--- src/rtl/pht_pkg.sv ---
// Shared constants, saturating-counter helper and prediction bundle for the
// pattern history table.
package pht_pkg;

  localparam int unsigned PHT_CNT_W  = 2;
  localparam int unsigned PHT_IDX_W  = 4;
  localparam int unsigned PHT_PC_W   = 10;
  localparam int unsigned PHT_HIST_W = 0;

  // Widest counter/index the prediction bundle can carry.
  localparam int unsigned PHT_MAX_W  = 16;

  typedef struct packed {
    logic                 valid;
    logic                 taken;
    logic [PHT_MAX_W-1:0] cnt;
    logic [PHT_MAX_W-1:0] idx;
  } pht_pred_t;

  // The bound is checked before stepping, so the counter never wraps.
  function automatic logic [31:0] sat_next(input logic [31:0] cnt,
                                           input logic        taken,
                                           input logic [31:0] max);
    logic [31:0] res;
    res = cnt;
    if (taken && (cnt < max))
      res = cnt + 32'd1;
    else if (!taken && (cnt > 32'd0))
      res = cnt - 32'd1;
    return res;
  endfunction

endpackage

--- src/rtl/pht_sat_update.sv ---
// Combinational next-value unit for one saturating counter.
module pht_sat_update
  import pht_pkg::*;
#(
  parameter int unsigned CNT_W = PHT_CNT_W
) (
  input  logic [CNT_W-1:0] cnt,
  input  logic             taken,
  output logic [CNT_W-1:0] cnt_next
);

  localparam logic [31:0] CNT_MAX = 32'((64'd1 << CNT_W) - 64'd1);

  assign cnt_next = CNT_W'(sat_next(32'(cnt), taken, CNT_MAX));

endmodule

--- src/rtl/pattern_history_table.sv ---
// Table of saturating branch counters with registered prediction, training
// port, optional gshare history and single-cycle flush.
module pattern_history_table
  import pht_pkg::*;
#(
  parameter int unsigned CNT_W    = PHT_CNT_W,
  parameter int unsigned IDX_W    = PHT_IDX_W,
  parameter int unsigned PC_W     = PHT_PC_W,
  parameter int unsigned HIST_W   = PHT_HIST_W,
  parameter int unsigned INIT_VAL = 2 ** (CNT_W - 1)
) (
  input  logic                                PHT_CLK,
  input  logic                                PHT_RST_N,
  input  logic                                PHT_FLUSH,
  input  logic                                PHT_RD_EN,
  input  logic [PC_W-1:0]                     PHT_RD_PC,
  output logic                                PHT_PRED_VALID,
  output logic                                PHT_PRED_TAKEN,
  output logic [CNT_W-1:0]                    PHT_PRED_CNT,
  output logic [IDX_W-1:0]                    PHT_PRED_IDX,
  input  logic                                PHT_UPD_EN,
  input  logic [IDX_W-1:0]                    PHT_UPD_IDX,
  input  logic                                PHT_UPD_TAKEN,
  output logic [((HIST_W > 0) ? HIST_W : 1)-1:0] PHT_HIST
);

  localparam int unsigned DEPTH = 2 ** IDX_W;
  localparam int unsigned HW    = (HIST_W > 0) ? HIST_W : 1;
  localparam logic [CNT_W-1:0] INIT_CNT = CNT_W'(INIT_VAL);

  logic [CNT_W-1:0] cnt_q [DEPTH];
  logic [HW-1:0]    hist_q;
  logic [IDX_W-1:0] hist_ext;
  logic [IDX_W-1:0] rd_idx;
  logic [CNT_W-1:0] rd_cnt;
  logic [CNT_W-1:0] upd_next;
  pht_pred_t        pred_d;
  pht_pred_t        pred_q;

  if (HIST_W > 0) begin : g_gshare
    assign hist_ext = IDX_W'(hist_q);
  end else begin : g_bimodal
    assign hist_ext = '0;
  end

  assign rd_idx = PHT_RD_PC[IDX_W-1:0] ^ hist_ext;

  pht_sat_update #(.CNT_W(CNT_W)) u_sat_update (
    .cnt      (cnt_q[PHT_UPD_IDX]),
    .taken    (PHT_UPD_TAKEN),
    .cnt_next (upd_next)
  );

  // Same-cycle write-through: the prediction reflects what the table will
  // hold after this edge (flush value, or the freshly trained counter).
  always_comb begin
    rd_cnt = cnt_q[rd_idx];
    if (PHT_FLUSH)
      rd_cnt = INIT_CNT;
    else if (PHT_UPD_EN && (PHT_UPD_IDX == rd_idx))
      rd_cnt = upd_next;
    pred_d       = '0;
    pred_d.valid = 1'b1;
    pred_d.taken = rd_cnt[CNT_W-1];
    pred_d.cnt   = PHT_MAX_W'(rd_cnt);
    pred_d.idx   = PHT_MAX_W'(rd_idx);
  end

  always_ff @(posedge PHT_CLK) begin
    if (!PHT_RST_N) begin
      for (int unsigned i = 0; i < DEPTH; i++)
        cnt_q[i] <= INIT_CNT;
      hist_q <= '0;
      pred_q <= '0;
    end else begin
      if (PHT_RD_EN)
        pred_q <= pred_d;
      else
        pred_q.valid <= 1'b0;

      if (PHT_FLUSH) begin
        for (int unsigned i = 0; i < DEPTH; i++)
          cnt_q[i] <= INIT_CNT;
        hist_q <= '0;
      end else if (PHT_UPD_EN) begin
        cnt_q[PHT_UPD_IDX] <= upd_next;
        if (HIST_W > 0)
          hist_q <= HW'({hist_q, PHT_UPD_TAKEN});
      end
    end
  end

  assign PHT_PRED_VALID = pred_q.valid;
  assign PHT_PRED_TAKEN = pred_q.taken;
  assign PHT_PRED_CNT   = CNT_W'(pred_q.cnt);
  assign PHT_PRED_IDX   = IDX_W'(pred_q.idx);
  assign PHT_HIST       = hist_q;

endmodule

--- config.mk ---
export PLATFORM = sky130hd
export DESIGN_NAME = pattern_history_table
export DESIGN_NICKNAME = d
export VERILOG_FILES = /design/src/rtl/pht_pkg.sv /design/src/rtl/pht_sat_update.sv /design/src/rtl/pattern_history_table.sv
export SDC_FILE = /design/constraint.sdc
export NUM_CORES = 1
export LEC_CHECK = 0
export ABC_AREA = 1
export BUFFER_PORTS_ARGS = -buffer_cell sky130_fd_sc_hd__buf_2
export CELL_PAD_IN_SITES_DETAIL_PLACEMENT = 1
export CELL_PAD_IN_SITES_GLOBAL_PLACEMENT = 2
export CORE_MARGIN = 2
export CORE_UTILIZATION = 30
export DETAILED_ROUTE_END_ITERATION = 16
export PLACE_DENSITY = 0.76
export SYNTH_ARGS = -nofsm -noshare
export SYNTH_HDL_FRONTEND = slang
export SYNTH_HIERARCHICAL = 1
export SYNTH_SLANG_ARGS = --single-unit
--- constraint.sdc ---
create_clock -name PHT_CLK -period 2.2 [get_ports PHT_CLK]
set_input_delay 0.11 -clock PHT_CLK [delete_from_list [all_inputs] [get_ports PHT_CLK]]
set_output_delay 0.11 -clock PHT_CLK [all_outputs]
set_load 0.02 [all_outputs]
* After elaboration in Yosys (flattened, before gate mapping)
Memory sizes are Yosys's and may differ from the RTL's.
Index checks and enable logic that the tools add are counted.
** Cells by class
- $add $sub $neg :: 2
- Magnitude comparators :: 2
- Equality and inequality tests :: 1
- Mux-type cells :: 32
- Bitwise operators :: 16
- Reduce and logical (&&, ||, !) cells :: 5
** Operator list (count)
- 2-to-1 mux 2 bit :: 21
- bitwise OR 1 bit :: 16
- 2-to-1 mux 1 bit :: 10
- equality test 4 bit :: 1
- 2-to-1 mux 4 bit :: 1
- logical AND 1 bit :: 3
- adder 2 x 1 -> 2 bit (second input constant) :: 1
- greater-than comparator 2 x 1 -> 1 bit (second input constant) :: 1
- less-than comparator 2 bit (second input constant) :: 1
- OR reduction 2 bit :: 1
- subtractor 2 x 1 -> 2 bit (second input constant) :: 1
- logical NOT 1 bit :: 1
** Word-level totals
- Flip-flop bits (word level) :: 8
- RAM bits :: 32
- Input port bits :: 20
- Output and inout bits :: 9
- Word-level logic and storage cells :: 63
- Memories :: 1
** Memories
- cnt_q :: depth 16, width 2, rd ports 2, clocked after Yosys merged registers in 0, wr ports 16, line pattern_history_table.sv:31 : logic [CNT_W-1:0] cnt_q [DEPTH];

* Depth between registers and ports, before layout
Gate-level depths: netlist of the first run.
An unclocked memory read counts as a cell.
- Word-level depth :: 7
- Gate-level depth with buffers :: 16
- Gate-level depth less buffers :: 16

* Modules after synthesis
The synthesis of the first run kept the hierarchy.
** Modules (own cells, without submodules)
- pattern_history_table :: instances 1, cells an instance 300, area each 2322.2 sq um, sequential area each 1101.1 sq um
- pht_sat_update :: instances 1, cells an instance 17, area each 83.8 sq um, sequential area each 0.0 sq um

* Worst setup path after synthesis of the first run
Ideal clock, no wire load.
- Kind :: input port to flip-flop
- From :: input port PHT_UPD_IDX[1]
- To :: memory cnt_q[0][0] (netlist name), data pin
- Setup time :: 0.266 ns
- Arrival :: 1.848 ns
- Required time :: 1.934 ns
- Path slack :: 0.086 ns
- Cell stages on the path :: 15
- Path buffers :: 2
- Path through :: buf_4 -> nor2_2 -> a22oi_1 -> o221ai_1 -> nand2_1 -> nand4_1 -> inv_1 -> ha_1 -> nand2_1 -> nand3_1 -> nand2_1 -> inv_1 -> inv_1 -> clkbuf_1 -> nor2_1
** RTL lines
- start: declaration :: line pattern_history_table.sv:22 : input logic [IDX_W-1:0] PHT_UPD_IDX,
- end: declaration :: line pattern_history_table.sv:31

==> results of run 1 <==
==> path summary, 6_finish.rpt <==
| check | endpoint | slack [ns] |
|---|---|---|
| worst max register to register | cnt_q[1][0] | 0.07 |
| worst min-delay path | PHT_PRED_VALID | 0.10 |
| worst max-delay path | cnt_q[1][0] | 0.07 |
| worst min register to register | PHT_PRED_CNT[0] | 0.47 |
==> cell usage after synthesis <==
cell type / count / area share
edfxtp_1: 32 / 0.40
buf_1: 1 / 0.0016
buf_2: 3 / 0.0062
o21ai_0: 6 / 0.012
inv_4: 1 / 0.0026
dfxtp_1: 7 / 0.058
a22oi_1: 8 / 0.025
clkbuf_1: 3 / 0.0047
nand2_4: 1 / 0.0047
o21ai_1: 1 / 0.0021
clkinv_1: 1 / 0.0016
xnor2_1: 1 / 0.0036
o221ai_1: 4 / 0.015
nand2_2: 2 / 0.0052
inv_1: 45 / 0.070
nand3_2: 1 / 0.0042
nand3_1: 25 / 0.052
nor2_8: 1 / 0.0083
nand2_1: 89 / 0.14
ha_1: 2 / 0.010
a21oi_1: 5 / 0.010
buf_4: 4 / 0.012
buf_6: 1 / 0.0047
inv_2: 12 / 0.019
nor2_1: 38 / 0.059
o211ai_1: 11 / 0.034
nor2_4: 1 / 0.0047
nand4_1: 2 / 0.0052
a21oi_2: 1 / 0.0036
conb_1: 1 / 0.0016
o21a_1: 2 / 0.0062
nor2_2: 5 / 0.013
==> power by group through the flow <==
stage	Sequential [mW]	Clock (mW)	Combinational, mW
floorplan	0.855	0	0.190
global placement	0.847	0	0.348
detailed placement	0.848	0	0.355
CTS	0.831	0.506	0.357
global route	0.834	0.539	0.468
finish	0.831	0.487	0.427
==> layout make-up <==
| type | instances | area [um2] |
|---|---|---|
| flip-flops and latches | 39 | 1100 |
| fillers | 958 | 4790 |
| clock inverters | 2 | 12.5 |
| multi-input cells | 207 | 1060 |
| clock buffers | 6 | 72.6 |
| inverters | 59 | 230 |
| repair buffers | 45 | 370 |
| well taps | 102 | 128 |
==> sequential cells by signal, summed over array words and instances (netlist names) <==
signal and cells:
PHT_PRED_TAKEN 1, cnt_q 32, PHT_PRED_CNT 1, PHT_PRED_VALID 1
PHT_PRED_IDX 4
==> cell families after synthesis <==
family          share of synthesized area
simple gates                        0.295
buf+inv                             0.123
flops                               0.458
compound gates                      0.109
fa+ha+maj                          0.0104
xor+xnor                          0.00364
other cells                       0.00156
==> per-stage QoR <==
stage / hold slack, ns / util / cells / setup WS [ns]
after floorplan: 0.208 / - / 317 / 0.0856
after global placement: 0.394 / 0.351 / 442 / -0.00113
after detailed placement: 0.397 / 0.351 / 442 / -0.0539
after CTS: 0.0948 / 0.362 / 451 / 0.000475
after global routing: 0.122 / 0.383 / 460 / -0.0210
final: 0.104 / 0.383 / 460 / 0.0734
==> worst max-delay path, delay by kind of cell, from the launching register on <==
| kind | cells | cell delay (ns) |
|---|---|---|
| adders and majority gates | 1 | 0.13 |
| AOI/OAI and AO/OA | 2 | 0.33 |
| buffers and inverters | 5 | 0.45 |
| DFF | 1 | 0.42 |
| and+or+nand+nor | 6 | 0.55 |
==> metal layers <==
layer	wire, um	vias to the layer above	part of all wire
li1	-	1097	-
met1	3560	1038	0.47
met2	3620	36	0.48
met3	289	10	0.038
met4	104	0	0.014
met5	0	-	0
==> what timing repair did <==
item / CTS / global route
gates resized for setup: 0 / 19
pin swaps: 1 / 12
setup buffers: 1 / 7
setup endpoints to repair: 16 / 31
cloned: 0 / 2
==> cell usage in the layout (no fill, tap or decap), drive strengths merged, types with 8 or more instances in the layout <==
cell type / instances
a22oi: 8
buf: 43
clkbuf: 8
edfxtp: 32
inv: 58
nand2: 92
nand3: 26
nor2: 45
o211ai: 11
==> metrics, run 1 <==
status finished clean; final setup vio count 0; LEAKAGE 1.26 nW; final wirelength 7.58 mm; # rows 32; Longest Clk Path Bufs 2; ANT cells 0; Final Slew Violations 0; post-route setup TNS 0 ns; FF+latch count, synth 39; met2 GRT Util 0.299; Worst setup SP type register; Clock power frac 0.279; register area share after synthesis 0.458; vias in the first global route 2214; Data required, critical path 2.25 ns; Area Overhead vs Synth 23.6%; Net Sw Frac 0.306; Cell Int Power 1.21 mW; WS Path Type reg2reg; I/O pins 29; most frequent CP cell inv_2; clock tree sinks 39; Via density 4.74; Comb power frac 0.244; DR iter-0 viols 138; Yosys cell types 32; syn_area_per_cell 7.59 um2; CTS Buf Count 5; Final nets 379; VDD IR max 0.000306 V; pin count of the biggest net entering global routing 26; port bufs 21; cts hold-fix bufs 0; Final Cell Area 2970 um2; Die ar. 8750 um2; Design Power 1.75 mW; Net Sw Power 533 uW; final hold viol count 0; Reg power frac 0.476; crit path max-delay cell type edfxtp_1; initial antenna violation count 0; Die Height 93.6 um; Core ar. 7770 um2; Synthesis Warnings 6; clock latency on the worst-skew pair 0.29 ns; gpl congestion 0.821; endpoint class of the critical path register; global route total overflow 0; worst-case reg-to-reg path depth 14; drt pass-1 iters 4; Tcrit/Tclk final 0.967; H-tree Lvls 2; CTS tree done; routed wire length per instance 16.5 um; worst hold path class in2reg; GR peak layer met2; PD cells 587 nW/um2; first-pass GRT wire length 11.7 mm; Placed Area 2720 um2; Max Fclk 470 MHz; Die Wd 93.6 um; synthesized area 2410 um2; Final Skew 0.00430 ns; Worst Setup SP cnt_q[1][0]; hold path depth 3; Syn Inst Count 317; reg2reg start cnt_q[1][0]; net count after synthesis 339; share of cells above drive strength 1 0.263; Worst EP arrival 2.18 ns; hold_sp PHT_RST_N; Max FO, Critical Path 8; Clk pin slew, worst setup/hold paths 0.08 ns; fin crit period 2.13 ns; max incr delay on CP 0.42 ns; Clock Root Buffer clkbuf_8; Initial Util 0.310; crit path cell chain a22oi_2 > o221ai_2 > nand2_1 > nand4_1 > inv_2 > ha_4 > inv_2 > nand2_2 > nand3_2 > nand2_1 > inv_2 > inv_4 > clkbuf_16 > nor2_1; M3 GR Usage 0.0322; M1 GR Usage 0.235; total vias in the final route 2181; overall routing resource usage 0.176; Final ANT Viol Nets 0; hpwl dp 5.26 mm; DRC Markers 0; Max Cap Violations 0
(Power assumes the default switching activity.)
==> run 2, diff against run 1 <==
--- a/config.mk
+++ b/config.mk
@@ -5,12 +5,11 @@
 export SDC_FILE = /design/constraint.sdc
 export NUM_CORES = 1
 export LEC_CHECK = 0
-export ABC_AREA = 1
 export BUFFER_PORTS_ARGS = -buffer_cell sky130_fd_sc_hd__buf_2
 export CELL_PAD_IN_SITES_DETAIL_PLACEMENT = 1
 export CELL_PAD_IN_SITES_GLOBAL_PLACEMENT = 2
 export CORE_MARGIN = 2
-export CORE_UTILIZATION = 30
+export CORE_UTILIZATION = 35
 export DETAILED_ROUTE_END_ITERATION = 16
 export PLACE_DENSITY = 0.76
 export SYNTH_ARGS = -nofsm -noshare
==> metrics, run 2 <==
status complete, but fails checks (was finished clean); violations in the final reports setup timing; unrepaired setup endpoints after global routing true; Clock power frac 0.281 (was 0.279); Area Overhead vs Synth 23.0% (was 23.6%); Biggest register cnt_q (unchanged); Worst setup SP type register (unchanged); Clock Root Buffer clkbuf_8 (unchanged); share of cells above drive strength 1 0.462 (was 0.263); hpwl dp 4.57 mm (was 5.26 mm); VDD IR max 0.000364 V (was 0.000306 V); DR iter-0 viols 77 (was 138); port bufs 21 (unchanged); Tcrit/Tclk final 1.21 (was 0.967); Clk pin slew, worst setup/hold paths 0.08 ns (about the same); PD cells 586 nW/um2 (was 587 nW/um2); vias in the first global route 1674 (was 2214); Final Slew Violations 0 (unchanged); initial antenna violation count 0 (unchanged); I/O pins 29 (unchanged); clock latency on the worst-skew pair 0.29 ns (about the same); most instantiated cells after synthesis edfxtp_1 (32), nand2_1 (22), mux4_2 (18) (was nand2_1 (89), inv_1 (45), nor2_1 (38)); Die ar. 7150 um2 (was 8750 um2); Syn Inst Count 188 (was 317); most common cell in the synthesized netlist edfxtp_1 (was nand2_1); final design utilization 0.443 (was 0.383); GR peak layer met2 (unchanged); Via density 5.55 (was 4.74); cts hold-fix bufs 0 (unchanged); commonest non-fill, non-tap cell in the layout edfxtp_1 (was nand2_1); final wirelength 6.13 mm (was 7.58 mm); Reg power frac 0.508 (was 0.476); dpl cells 287 (was 442); register area share after synthesis 0.485 (was 0.458); final hold viol count 0 (unchanged); Initial Util 0.360 (was 0.310); Die Wd 84.6 um (was 93.6 um); Crit path buffers/inverters 1 (was 5); Synth Flop Type edfxtp_1 (unchanged); most frequent cells in the layout edfxtp_1 (32), nand2_1 (22), buf_2 (21) (was nand2_1 (85), inv_1 (40), nor2_1 (38)); top cell type's share of synthesized area 0.423 (was 0.399); most frequent CP cell mux4_2 (was inv_2); CTS tree done (unchanged); Die Height 84.6 um (was 93.6 um); routed wire length per instance 20.4 um (was 16.5 um); post-route setup TNS -13.50 ns (was 0 ns); gpl congestion 0.845 (was 0.821); Net Sw Frac 0.278 (was 0.306); Final nets 245 (was 379); crit path cell chain mux4_2 > mux4_2 > inv_2 > ha_4 > a21o_4 > or4_1 (was a22oi_2 > o221ai_2 > nand2_1 > nand4_1 > inv_2 > ha_4 > inv_2 > nand2_2 > nand3_2 > nand2_1 > inv_2 > inv_4 > clkbuf_16 > nor2_1); M3 GR Usage 0.0324 (was 0.0322); LEAKAGE 0.962 nW (was 1.26 nW); # rows 29 (was 32); Final Skew 0.00769 ns (was 0.00430 ns); worst hold path class in2reg (unchanged); total vias in the final route 1665 (was 2181); Post-synth EDFFs 32 (unchanged); net count after synthesis 210 (was 339); Worst EP arrival 2.69 ns (was 2.18 ns); Core ar. 6310 um2 (was 7770 um2); WS Path Type reg2reg (unchanged); final setup vio count 34 (was 0); filler instances 675 (was 958); first-pass GRT wire length 9.07 mm (was 11.7 mm); pin count of the biggest net entering global routing 18 (was 26); setup ws final -0.462 ns (was 0.0734 ns); CTS Buf Count 5 (unchanged); endpoint class of the critical path register (unchanged); Max FO, Critical Path 5 (was 8); Data required, critical path 2.23 ns (was 2.25 ns); Max Cap Violations 0 (unchanged); top cells by area, synth edfxtp_1 (42%), mux4_2 (18%), dfxtp_1 (6.2%), nand2_1 (3.6%), mux2i_1 (2.6%) (was edfxtp_1 (40%), nand2_1 (14%), inv_1 (7.0%), nor2_1 (5.9%), dfxtp_1 (5.8%)); Final ANT Viol Nets 0 (unchanged); Largest delay share family, worst path multiplexers (was simple AND/OR/NAND/NOR gates); DRC Markers 0 (unchanged); FF+latch count, synth 39 (unchanged); fin crit period 2.66 ns (was 2.13 ns); Net Sw Power 454 uW (was 533 uW); H-tree Lvls 2 (unchanged); clock tree sinks 39 (unchanged); met2 GRT Util 0.293 (was 0.299); ANT cells 0 (unchanged); Largest register FFs 32 (unchanged); post-synth top area cell edfxtp_1 (unchanged); global route total overflow 0 (unchanged); Post-synth ARST share 0 (unchanged); Synthesis Warnings 6 (unchanged); post-route insts no fill 300 (was 460); M1 GR Usage 0.213 (was 0.235); crit path max-delay cell type mux4_2 (was edfxtp_1); Yosys cell types 41 (was 32); drt pass-1 iters 4 (unchanged); synthesized area 2270 um2 (was 2410 um2); Comb power frac 0.211 (was 0.244); Longest Clk Path Bufs 2 (unchanged); overall routing resource usage 0.167 (was 0.176); syn_area_per_cell 12.1 um2 (was 7.59 um2); max incr delay on CP 0.53 ns (was 0.42 ns); Max Fclk 376 MHz (was 470 MHz); Cell Int Power 1.18 mW (was 1.21 mW); Hold Slack 0.140 ns (was 0.104 ns)
[run 2: cell count changes after synthesis, sizes merged, moves of 7 or more]
cell and change:
a22oi -8, inv -53, mux4 +18, nand2 -69, nand3 -22, nor2 -30, o211ai -11, or2 +9
or3 +7
[run 2: final timing paths]
| kind | start | to | slack (ns) | cells after the start |
|---|---|---|---|---|
| setup / recovery | cnt_q[15][0] | cnt_q[2][1] | -0.46 | 6 |
| hold / removal | PHT_RST_N | PHT_PRED_IDX[2] | 0.14 | 2 |
| setup reg to reg | cnt_q[15][0] | cnt_q[2][1] | -0.46 | 6 |
| hold reg to reg | PHT_PRED_IDX[2] | PHT_PRED_IDX[2] | 0.52 | 2 |
[run 2: cell families after synthesis]
family / after synthesis / synth area share
buffers and inverters: 21 / 0.0485
and+or+nand+nor: 81 / 0.181
AOI/OAI and AO/OA: 14 / 0.0435
adders and majority gates: 2 / 0.0110
muxes: 25 / 0.210
xor gates and xnor gates: 5 / 0.0193
other: 1 / 0.00165
DFF: 39 / 0.485
[run 2: routing by layer]
metal  up-vias  part of all wire
li1        762                 -
met2        47              0.52
met1       851              0.43
met4         0            0.0083
met5         -                 0
met3         5             0.042
[run 2: metrics by stage]
step           setup WS [ns]  cell area, um2  total power, mW
2_1_floorplan         -0.253            2330             1.03
3_3_place_gp          -0.431            2550             1.12
3_5_place_dp          -0.475            2550             1.13
4_1_cts               -0.406            2670             1.59
5_1_grt               -0.528            2790             1.69
6_report              -0.462            2790             1.64
[run 2: power by group through the flow]
stage	Combinational, mW	Sequential, mW	Clock (mW)
2_1_floorplan	0.174	0.851	0
3_3_place_gp	0.269	0.848	0
3_5_place_dp	0.276	0.849	0
4_1_cts	0.292	0.832	0.464
5_1_grt	0.367	0.834	0.491
6_report	0.345	0.832	0.460
[run 2: layout make-up]
cell class                 count  area, um2  area share
clock buffer                   5       68.8      0.0246
sequential                    39       1100       0.394
tap                           77       96.3      0.0345
multi-input combinational    129       1210       0.433
timing repair buffer          43        289       0.103
inverter                       5       18.8     0.00672
clock inverter                 2       8.76     0.00313
[run 2: repair_timing]
action	4_1_cts	5_1_grt
setup buffers	2	4
setup endpoints to repair	34	34
hold endpoints to repair	0	0
gates resized for setup	7	22
pin swaps	4	18
cloned	0	1
